File: src/rtl/sysid_pkg.sv
// Shared constants and payload types for the extended system-ID slave.
package sysid_pkg;

  localparam int unsigned DATA_W = 32;

  // Word offsets of the register map
  localparam int unsigned ADDR_SYSID     = 0;
  localparam int unsigned ADDR_TIMESTAMP = 1;
  localparam int unsigned ADDR_UPTIME_LO = 2;
  localparam int unsigned ADDR_UPTIME_HI = 3;
  localparam int unsigned ADDR_SCRATCH   = 4;
  localparam int unsigned ADDR_CAP       = 5;
  localparam int unsigned ADDR_USER_BASE = 6;

  localparam logic [7:0]        CAP_VERSION    = 8'h02;
  localparam logic [DATA_W-1:0] UNMAPPED_VALUE = 32'h0;

  // One read-pipeline stage: valid flag plus the data it carries
  typedef struct packed {
    logic              valid;
    logic [DATA_W-1:0] data;
  } rd_beat_t;

endpackage

File: src/rtl/soc_system_sysid_rdpipe.sv
// Fixed-latency read return pipeline; data of each stage holds when no beat passes.
module soc_system_sysid_rdpipe
  import sysid_pkg::*;
#(
  parameter int unsigned LATENCY = 1
) (
  input  logic              clock,
  input  logic              reset_n,
  input  logic              in_valid,
  input  logic [DATA_W-1:0] in_data,
  output logic              out_valid,
  output logic [DATA_W-1:0] out_data
);

  rd_beat_t stage [LATENCY];

  // Shift valid every cycle; move data only alongside a valid beat
  always_ff @(posedge clock or negedge reset_n) begin
    if (!reset_n) begin
      for (int unsigned i = 0; i < LATENCY; i++) begin
        stage[i] <= '0;
      end
    end else begin
      stage[0].valid <= in_valid;
      if (in_valid) begin
        stage[0].data <= in_data;
      end
      for (int unsigned i = 1; i < LATENCY; i++) begin
        stage[i].valid <= stage[i-1].valid;
        if (stage[i-1].valid) begin
          stage[i].data <= stage[i-1].data;
        end
      end
    end
  end

  assign out_valid = stage[LATENCY-1].valid;
  assign out_data  = stage[LATENCY-1].data;

endmodule

File: src/rtl/soc_system_sysid_ext.sv
// System-ID / housekeeping slave: IDs, capability, uptime with snapshot, scratch, user status.
module soc_system_sysid_ext
  import sysid_pkg::*;
#(
  parameter logic [31:0] SYSID          = 32'h00C0FFEE,
  parameter logic [31:0] TIMESTAMP      = 32'd0,
  parameter int unsigned NUM_USER_WORDS = 2,
  parameter int unsigned READ_LATENCY   = 1,
  parameter int unsigned ADDR_W         = 4
) (
  input  logic                clock,
  input  logic                reset_n,
  input  logic [ADDR_W-1:0]   address,
  input  logic                read,
  input  logic                write,
  input  logic [31:0]         writedata,
  input  logic [3:0]          byteenable,
  input  logic [((NUM_USER_WORDS == 0) ? 32 : NUM_USER_WORDS*32)-1:0] user_words,
  output logic [31:0]         readdata,
  output logic                readdatavalid
);

  logic [63:0]       uptime;
  logic [31:0]       shadow_hi;
  logic [31:0]       scratch;
  logic              rd_accept_c;
  logic              wr_scratch_c;
  logic              snap_c;
  logic [31:0]       word_c;
  logic [DATA_W-1:0] rd_data_c;

  // A simultaneous write wins; the colliding read is dropped
  assign rd_accept_c  = read & ~write;
  assign word_c       = 32'(address);
  assign wr_scratch_c = write & (word_c == ADDR_SCRATCH);
  assign snap_c       = rd_accept_c & (word_c == ADDR_UPTIME_LO);

  // Free-running 64-bit uptime, wraps silently
  always_ff @(posedge clock or negedge reset_n) begin
    if (!reset_n) begin
      uptime <= '0;
    end else begin
      uptime <= uptime + 64'd1;
    end
  end

  // Capture the high word alongside a low-word read so the pair is coherent
  always_ff @(posedge clock or negedge reset_n) begin
    if (!reset_n) begin
      shadow_hi <= '0;
    end else if (snap_c) begin
      shadow_hi <= uptime[63:32];
    end
  end

  // Byte-lane masked scratch register
  always_ff @(posedge clock or negedge reset_n) begin
    if (!reset_n) begin
      scratch <= '0;
    end else if (wr_scratch_c) begin
      for (int unsigned i = 0; i < 4; i++) begin
        if (byteenable[i]) begin
          scratch[8*i +: 8] <= writedata[8*i +: 8];
        end
      end
    end
  end

  // Register map decode using state in the acceptance cycle
  always_comb begin
    rd_data_c = UNMAPPED_VALUE;
    case (word_c)
      ADDR_SYSID:     rd_data_c = SYSID;
      ADDR_TIMESTAMP: rd_data_c = TIMESTAMP;
      ADDR_UPTIME_LO: rd_data_c = uptime[31:0];
      ADDR_UPTIME_HI: rd_data_c = shadow_hi;
      ADDR_SCRATCH:   rd_data_c = scratch;
      ADDR_CAP:       rd_data_c = {CAP_VERSION, 8'(NUM_USER_WORDS), 8'(READ_LATENCY), 8'h00};
      default: begin
        for (int unsigned k = 0; k < NUM_USER_WORDS; k++) begin
          if (word_c == ADDR_USER_BASE + k) begin
            rd_data_c = user_words[32*k +: 32];
          end
        end
      end
    endcase
  end

  soc_system_sysid_rdpipe #(
    .LATENCY (READ_LATENCY)
  ) u_rdpipe (
    .clock     (clock),
    .reset_n   (reset_n),
    .in_valid  (rd_accept_c),
    .in_data   (rd_data_c),
    .out_valid (readdatavalid),
    .out_data  (readdata)
  );

endmodule

File: config.mk
export PLATFORM = sky130hd
export DESIGN_NAME = soc_system_sysid_ext
export DESIGN_NICKNAME = d
export VERILOG_FILES = /design/src/rtl/sysid_pkg.sv /design/src/rtl/soc_system_sysid_rdpipe.sv /design/src/rtl/soc_system_sysid_ext.sv
export SDC_FILE = /design/constraint.sdc
export NUM_CORES = 1
export LEC_CHECK = 0
export CAP_MARGIN = 10
export CORE_UTILIZATION = 29
export DETAILED_ROUTE_END_ITERATION = 8
export GPL_TIMING_DRIVEN = 1
export PLACE_DENSITY = 0.5
export SLEW_MARGIN = 20
export SYNTH_ARGS = -nofsm -noshare
export SYNTH_HDL_FRONTEND = slang
export SYNTH_SLANG_ARGS = --single-unit
export TNS_END_PERCENT = 100
File: constraint.sdc
create_clock -name clock -period 1.7 [get_ports clock]
set_input_delay 0.34 -clock clock [delete_from_list [all_inputs] [get_ports clock]]
set_output_delay 0.34 -clock clock [all_outputs]
set_load 0.03 [all_outputs]
# Word level (Yosys, flattened, before mapping)
# Cells that the tools add are included.
# word_totals
latchBits	0
input_bits	108
regBits	161
ram_bits	0
output_inout_bits	33
memories	0
wordCells	28
mem_bits_ro	0
# op_classes
div	0
order_cmp	0
shift	0
n_reduce_logical	5
mux	3
eq_ne	7
add_sub_neg	1
bitwise	4
mul	0
# op_table
cell	n
$pmux W32 S6	1
$add A64 B1 Y64 const B	1
$mux W32	2
$logic_not A32 Y1	1
$eq A4 B3 Y1 const B	4
$eq A4 B2 Y1 const B	2
$reduce_and A2 Y1	4
$eq A4 B1 Y1 const B	1
$and A1 B1 Y1	3
$not A1 Y1	1

# Longest topological paths before layout
# Gate-level depths: netlist of the first run.
# depth
word_depth	4
ltp_mapped	8
depth_no_buf	6

# Cells and area by module
# A second synthesis of the first run with hierarchy kept.
# hier_totals
cells_unflattened	652
area_unflattened_um2	7893.8
# by_module_without_submodules
mod	seq_area_each_um2	area_per_inst_um2	n_inst	cells_per_inst
soc_system_sysid_ext	3203.1	6523.8	1	583
soc_system_sysid_rdpipe	825.8	1370.1	1	69

# Least setup slack after synthesis of the first run
# No wires, ideal clock.
# synth_path
kind	reg-to-reg
from	register uptime[0]
to	register uptime[40]
path_buffers	0
t_arrival_ns	1.736
t_required_ns	1.621
period_less_slack_ns	1.815
path_stages_with_launch	7
path_slack_ns	-0.115
setup_ns	0.079
path_cell_list	dfrtp_1 > ha_1 > nand4_1 > nor3_4 > nand3_1 > nor3_1 > xor2_1
# synth_via
elab_chain_len	1
# synth_lines
element	line_no	text
from (decl)	soc_system_sysid_ext.sv:23	logic [63:0] uptime;
from (signal assigned)	soc_system_sysid_ext.sv:43	uptime <= uptime + 64'd1;
$add A64 B1 Y64	soc_system_sysid_ext.sv:43	
# Every way passes these cells.
# A chain may end at the register's enable or synchronous reset.

# Worst setup path after layout of the first run
# layout_path
from	register uptime[1]
to	register uptime[48]
# The elaborated chain is that of the path after synthesis.

==> impl_metrics.prom, run 1 <==
# TYPE chip_impl_metric gauge
chip_impl_metric{name="initial_core_util",unit=""} 0.296
chip_impl_info{name="worstSetupStartpointType",value="register"} 1
chip_impl_metric{name="insertion_delay",unit="ns"} 0.43
chip_impl_info{name="critPathKind",value="register to register"} 1
chip_impl_metric{name="netlist.area_leader.share",unit=""} 0.504
chip_impl_metric{name="final_design_area_no_fill",unit="µm²"} 12400
chip_impl_info{name="critical_path.slowest_cell",value="sky130_fd_sc_hd__dfrtp_1"} 1
chip_impl_info{name="yosysMostFrequentCell",value="sky130_fd_sc_hd__dfrtp_1"} 1
chip_impl_metric{name="grt_pass1_vias",unit=""} 7012
chip_impl_metric{name="period_minus_slack",unit="ns"} 1.76
chip_impl_info{name="synth_top_area_cell",value="sky130_fd_sc_hd__dfrtp_1"} 1
chip_impl_metric{name="tightestPinTransition",unit="ns"} 0.460
chip_impl_metric{name="drc_errors",unit=""} 0
chip_impl_metric{name="routed-via-count",unit=""} 6930
chip_impl_metric{name="dp_hpwl",unit="µm"} 18800
chip_impl_metric{name="total_power",unit="W"} 0.00979
chip_impl_metric{name="fin_nets",unit=""} 1145
chip_impl_metric{name="report.final.setup_viol",unit=""} 12
chip_impl_metric{name="final.fill_count",unit=""} 2531
chip_impl_info{name="status",value="finished with violations"} 1
chip_impl_metric{name="yosys_warning_count",unit=""} 0
chip_impl_info{name="worstPathCellList",value="ha_2, nand4_1, buf_6, nor3_4, buf_6, nand4_4, nor4_4, xor2_1"} 1
chip_impl_metric{name="std_cell_rows",unit=""} 60
chip_impl_metric{name="maximum_number_of_pins_on_one_net_before_global_route_repair",unit=""} 41
chip_impl_metric{name="synth-edff-count",unit=""} 0
chip_impl_info{name="setup_repair_after_global_routing_missed_its_margin",value="true"} 1
chip_impl_metric{name="global_route.usage.total",unit=""} 0.184
chip_impl_metric{name="arrival_time_worst_endpoint",unit="ns"} 2.12
chip_impl_metric{name="async_reset_ff_frac",unit=""} 1.00
chip_impl_metric{name="synth_seq_cells",unit=""} 161
chip_impl_metric{name="final_min_period_over_clock_period",unit=""} 1.04
chip_impl_metric{name="first_pass_iters",unit=""} 4
chip_impl_metric{name="register_area_share_after_synthesis",unit=""} 0.504
chip_impl_metric{name="vias_per_cell",unit=""} 4.99
chip_impl_metric{name="cap_viol_max_count",unit=""} 0
chip_impl_metric{name="final_core_util",unit=""} 0.461
chip_impl_metric{name="drt.antenna.violating_nets",unit=""} 0
chip_impl_metric{name="chipHeight",unit="µm"} 168
chip_impl_metric{name="average_cell_area_after_synthesis",unit="µm²"} 10.7
chip_impl_metric{name="route.detailed.wl_per_inst",unit="µm"} 18.3
chip_impl_metric{name="fin_ws",unit="ns"} -0.0598
chip_impl_metric{name="antenna_found_initial",unit=""} 0
chip_impl_metric{name="mappedNetlistArea",unit="µm²"} 7990
chip_impl_info{name="tritoncts",value="done"} 1
chip_impl_metric{name="syn-num-nets",unit=""} 858
chip_impl_metric{name="clock_tree.buffer_depth",unit=""} 2
chip_impl_info{name="worstHoldPathType",value="input pin to asynchronous set/reset pin"} 1
chip_impl_metric{name="clk_pin_slew_worst_paths",unit="ns"} 0.07
chip_impl_metric{name="grt_pass1_wl",unit="µm"} 40200
chip_impl_info{name="clockRootBuffer",value="sky130_fd_sc_hd__clkbuf_16"} 1
chip_impl_metric{name="cts_inserted_buffers",unit=""} 17
chip_impl_metric{name="worst-r2r-setup-slack",unit="ns"} -0.06
chip_impl_info{name="critPathCaptureType",value="register"} 1
chip_impl_metric{name="drt-total-wl",unit="µm"} 25400
chip_impl_metric{name="report.final.slew_viol_count",unit=""} 0
chip_impl_metric{name="gpl.final_weighted_congestion",unit=""} 0.783
chip_impl_metric{name="die_width",unit="µm"} 168
chip_impl_metric{name="dieArea",unit="µm²"} 28200
chip_impl_info{name="critical_path.most_common_cell",value="sky130_fd_sc_hd__buf_6"} 1
chip_impl_metric{name="post_dp_cell_area",unit="µm²"} 10900
chip_impl_metric{name="cellLeakagePower",unit="nW"} 6.02
chip_impl_metric{name="critical_path_fanouts_max",unit=""} 6
chip_impl_metric{name="ctsHtreeMaxLevel",unit=""} 4
chip_impl_metric{name="slew-limit-headroom",unit=""} 0.693
chip_impl_metric{name="netlist_instances",unit=""} 749
chip_impl_metric{name="layout-drive-gt1-share",unit=""} 0.350
chip_impl_metric{name="diodes",unit=""} 0
chip_impl_metric{name="syn2layout_area_growth",unit="%"} 55.5
chip_impl_metric{name="synth.distinct_cells",unit=""} 43
chip_impl_info{name="violations",value="setup timing"} 1
chip_impl_metric{name="clock-skew-final",unit="ns"} 0.0145
chip_impl_metric{name="grt-ovfl-total",unit=""} 0
chip_impl_info{name="synthFlopType",value="sky130_fd_sc_hd__dfrtp_1"} 1
chip_impl_info{name="synthTopCellsByArea",value="sky130_fd_sc_hd__dfrtp_1, sky130_fd_sc_hd__mux2_2, sky130_fd_sc_hd__a221oi_1"} 1
chip_impl_info{name="synth.cells.most_frequent",value="sky130_fd_sc_hd__dfrtp_1, sky130_fd_sc_hd__mux2_2, sky130_fd_sc_hd__a21oi_1"} 1
chip_impl_metric{name="maxClockFrequency",unit="MHz"} 568
chip_impl_metric{name="critPathMaxStageDelay",unit="ns"} 0.35
chip_impl_metric{name="clock_sink_count",unit=""} 161
chip_impl_metric{name="power.ir.vdd_worst",unit="mV"} 0.707
chip_impl_metric{name="placeableCoreArea",unit="µm²"} 27000
chip_impl_metric{name="drt_iter0_drc",unit=""} 295
chip_impl_metric{name="timing.final.hold_violations",unit=""} 0
chip_impl_metric{name="worst-endpoint-required",unit="ns"} 2.06
chip_impl_metric{name="boundaryPins",unit=""} 141
chip_impl_metric{name="place.port_buffers",unit=""} 140
chip_impl_metric{name="setup_tns",unit="ns"} -0.322
chip_impl_metric{name="power_per_cell_area",unit="nW/µm²"} 788
==> power by group <==
| part | switching (W) | total [W] | internal, W |
|---|---|---|---|
| sequential | 0.000136 | 0.00421 | 0.00408 |
| combinational | 0.000762 | 0.00150 | 0.000734 |
| clock | 0.00170 | 0.00408 | 0.00238 |
==> per-layer routing <==
layer | vias to the layer above | share of wire | global-route usage
li1 | 3331 | - | -
met1 | 3463 | 0.48 | 0.259
met2 | 120 | 0.47 | 0.295
met3 | 16 | 0.034 | 0.0320
met4 | 0 | 0.0087 | 0.0391
met5 | - | 0 | 0
==> placed cells by master (no fill, tap or decap), types with 27 or more instances in the layout <==
master,synthesis,routed
sky130_fd_sc_hd__buf_4,0,144
sky130_fd_sc_hd__inv_1,43,43
sky130_fd_sc_hd__a21o_1,29,29
sky130_fd_sc_hd__clkdlybuf4s50_1,0,103
sky130_fd_sc_hd__dlygate4sd2_1,0,33
sky130_fd_sc_hd__xnor2_1,35,32
sky130_fd_sc_hd__a21oi_1,48,46
sky130_fd_sc_hd__dfrtp_1,161,161
sky130_fd_sc_hd__xor2_1,27,27
sky130_fd_sc_hd__nand2_1,38,31
sky130_fd_sc_hd__mux2_2,57,57
==> cells by family after synthesis <==
kind of cell    share of synthesized area
compound gates                      0.170
xor+xnor                           0.0680
fa+ha+maj                         0.00157
buf+inv                            0.0432
flops                               0.504
mux                                0.0803
simple gates                        0.133
==> per-stage QoR <==
step | setup WS [ns] | std cells | hold WS, ns
final | -0.0598 | 1390 | 0.401
after floorplan | -0.112 | 749 | 0.0444
after CTS | -0.0822 | 1381 | 0.412
after global routing | -0.179 | 1390 | 0.435
after global placement | -0.561 | 1335 | 0.305
after detailed placement | -0.593 | 1335 | 0.311
==> cell type report <==
cell class,count,area [µm²],share of cell area
sequential,161,4030,0.324
tap,341,427,0.0343
inverter,43,161,0.0130
clock inverter,13,174,0.0140
timing repair buffer,315,2900,0.233
clock buffer,19,443,0.0356
multi-input combinational,498,4290,0.345
==> sequential cells by signal, indices dropped and copies added (netlist names) <==
register            cells
scratch                32
u_rdpipe.out_valid      1
shadow_hi              32
uptime                 64
u_rdpipe.out_data      32
==> critical path, delay by kind of cell, from the launching register on <==
kind | cells | cell delay [ns]
DFF | 1 | 0.35
xor gates and xnor gates | 1 | 0.16
adders and majority gates | 1 | 0.18
buffers and inverters | 2 | 0.29
and+or+nand+nor | 4 | 0.70
==> path summary, 6_finish.rpt <==
check                           start          to  cells past startpoint
max                         uptime[1]  uptime[48]                      8
min                           reset_n  uptime[37]                      2
max reg2reg                 uptime[1]  uptime[48]                      8
min reg2reg                uptime[63]  uptime[63]                      1
max in group asynchronous     reset_n  uptime[17]                      3
min in group clock         uptime[63]  uptime[63]                      1
==> timing repair <==
action                                 CTS  global route
hold buffers                             1             0
pin swaps                               20            35
cloned                                   2             0
endpoints found under the hold margin   36             0
setup endpoints to repair              102           102
buffers inserted                        11            10
resized for setup                       71            89
(Power assumes the default switching activity.)
==> inputs of run 2 (changes only) <==
--- a/config.mk
+++ b/config.mk
@@ -7,6 +7,7 @@
 export LEC_CHECK = 0
 export CAP_MARGIN = 10
 export CORE_UTILIZATION = 29
+export CTS_CLUSTER_DIAMETER = 120
 export DETAILED_ROUTE_END_ITERATION = 8
 export GPL_TIMING_DRIVEN = 1
 export PLACE_DENSITY = 0.5
==> results of run 2 <==
The final DEF is identical to that of run 1; final timing and power are the same.
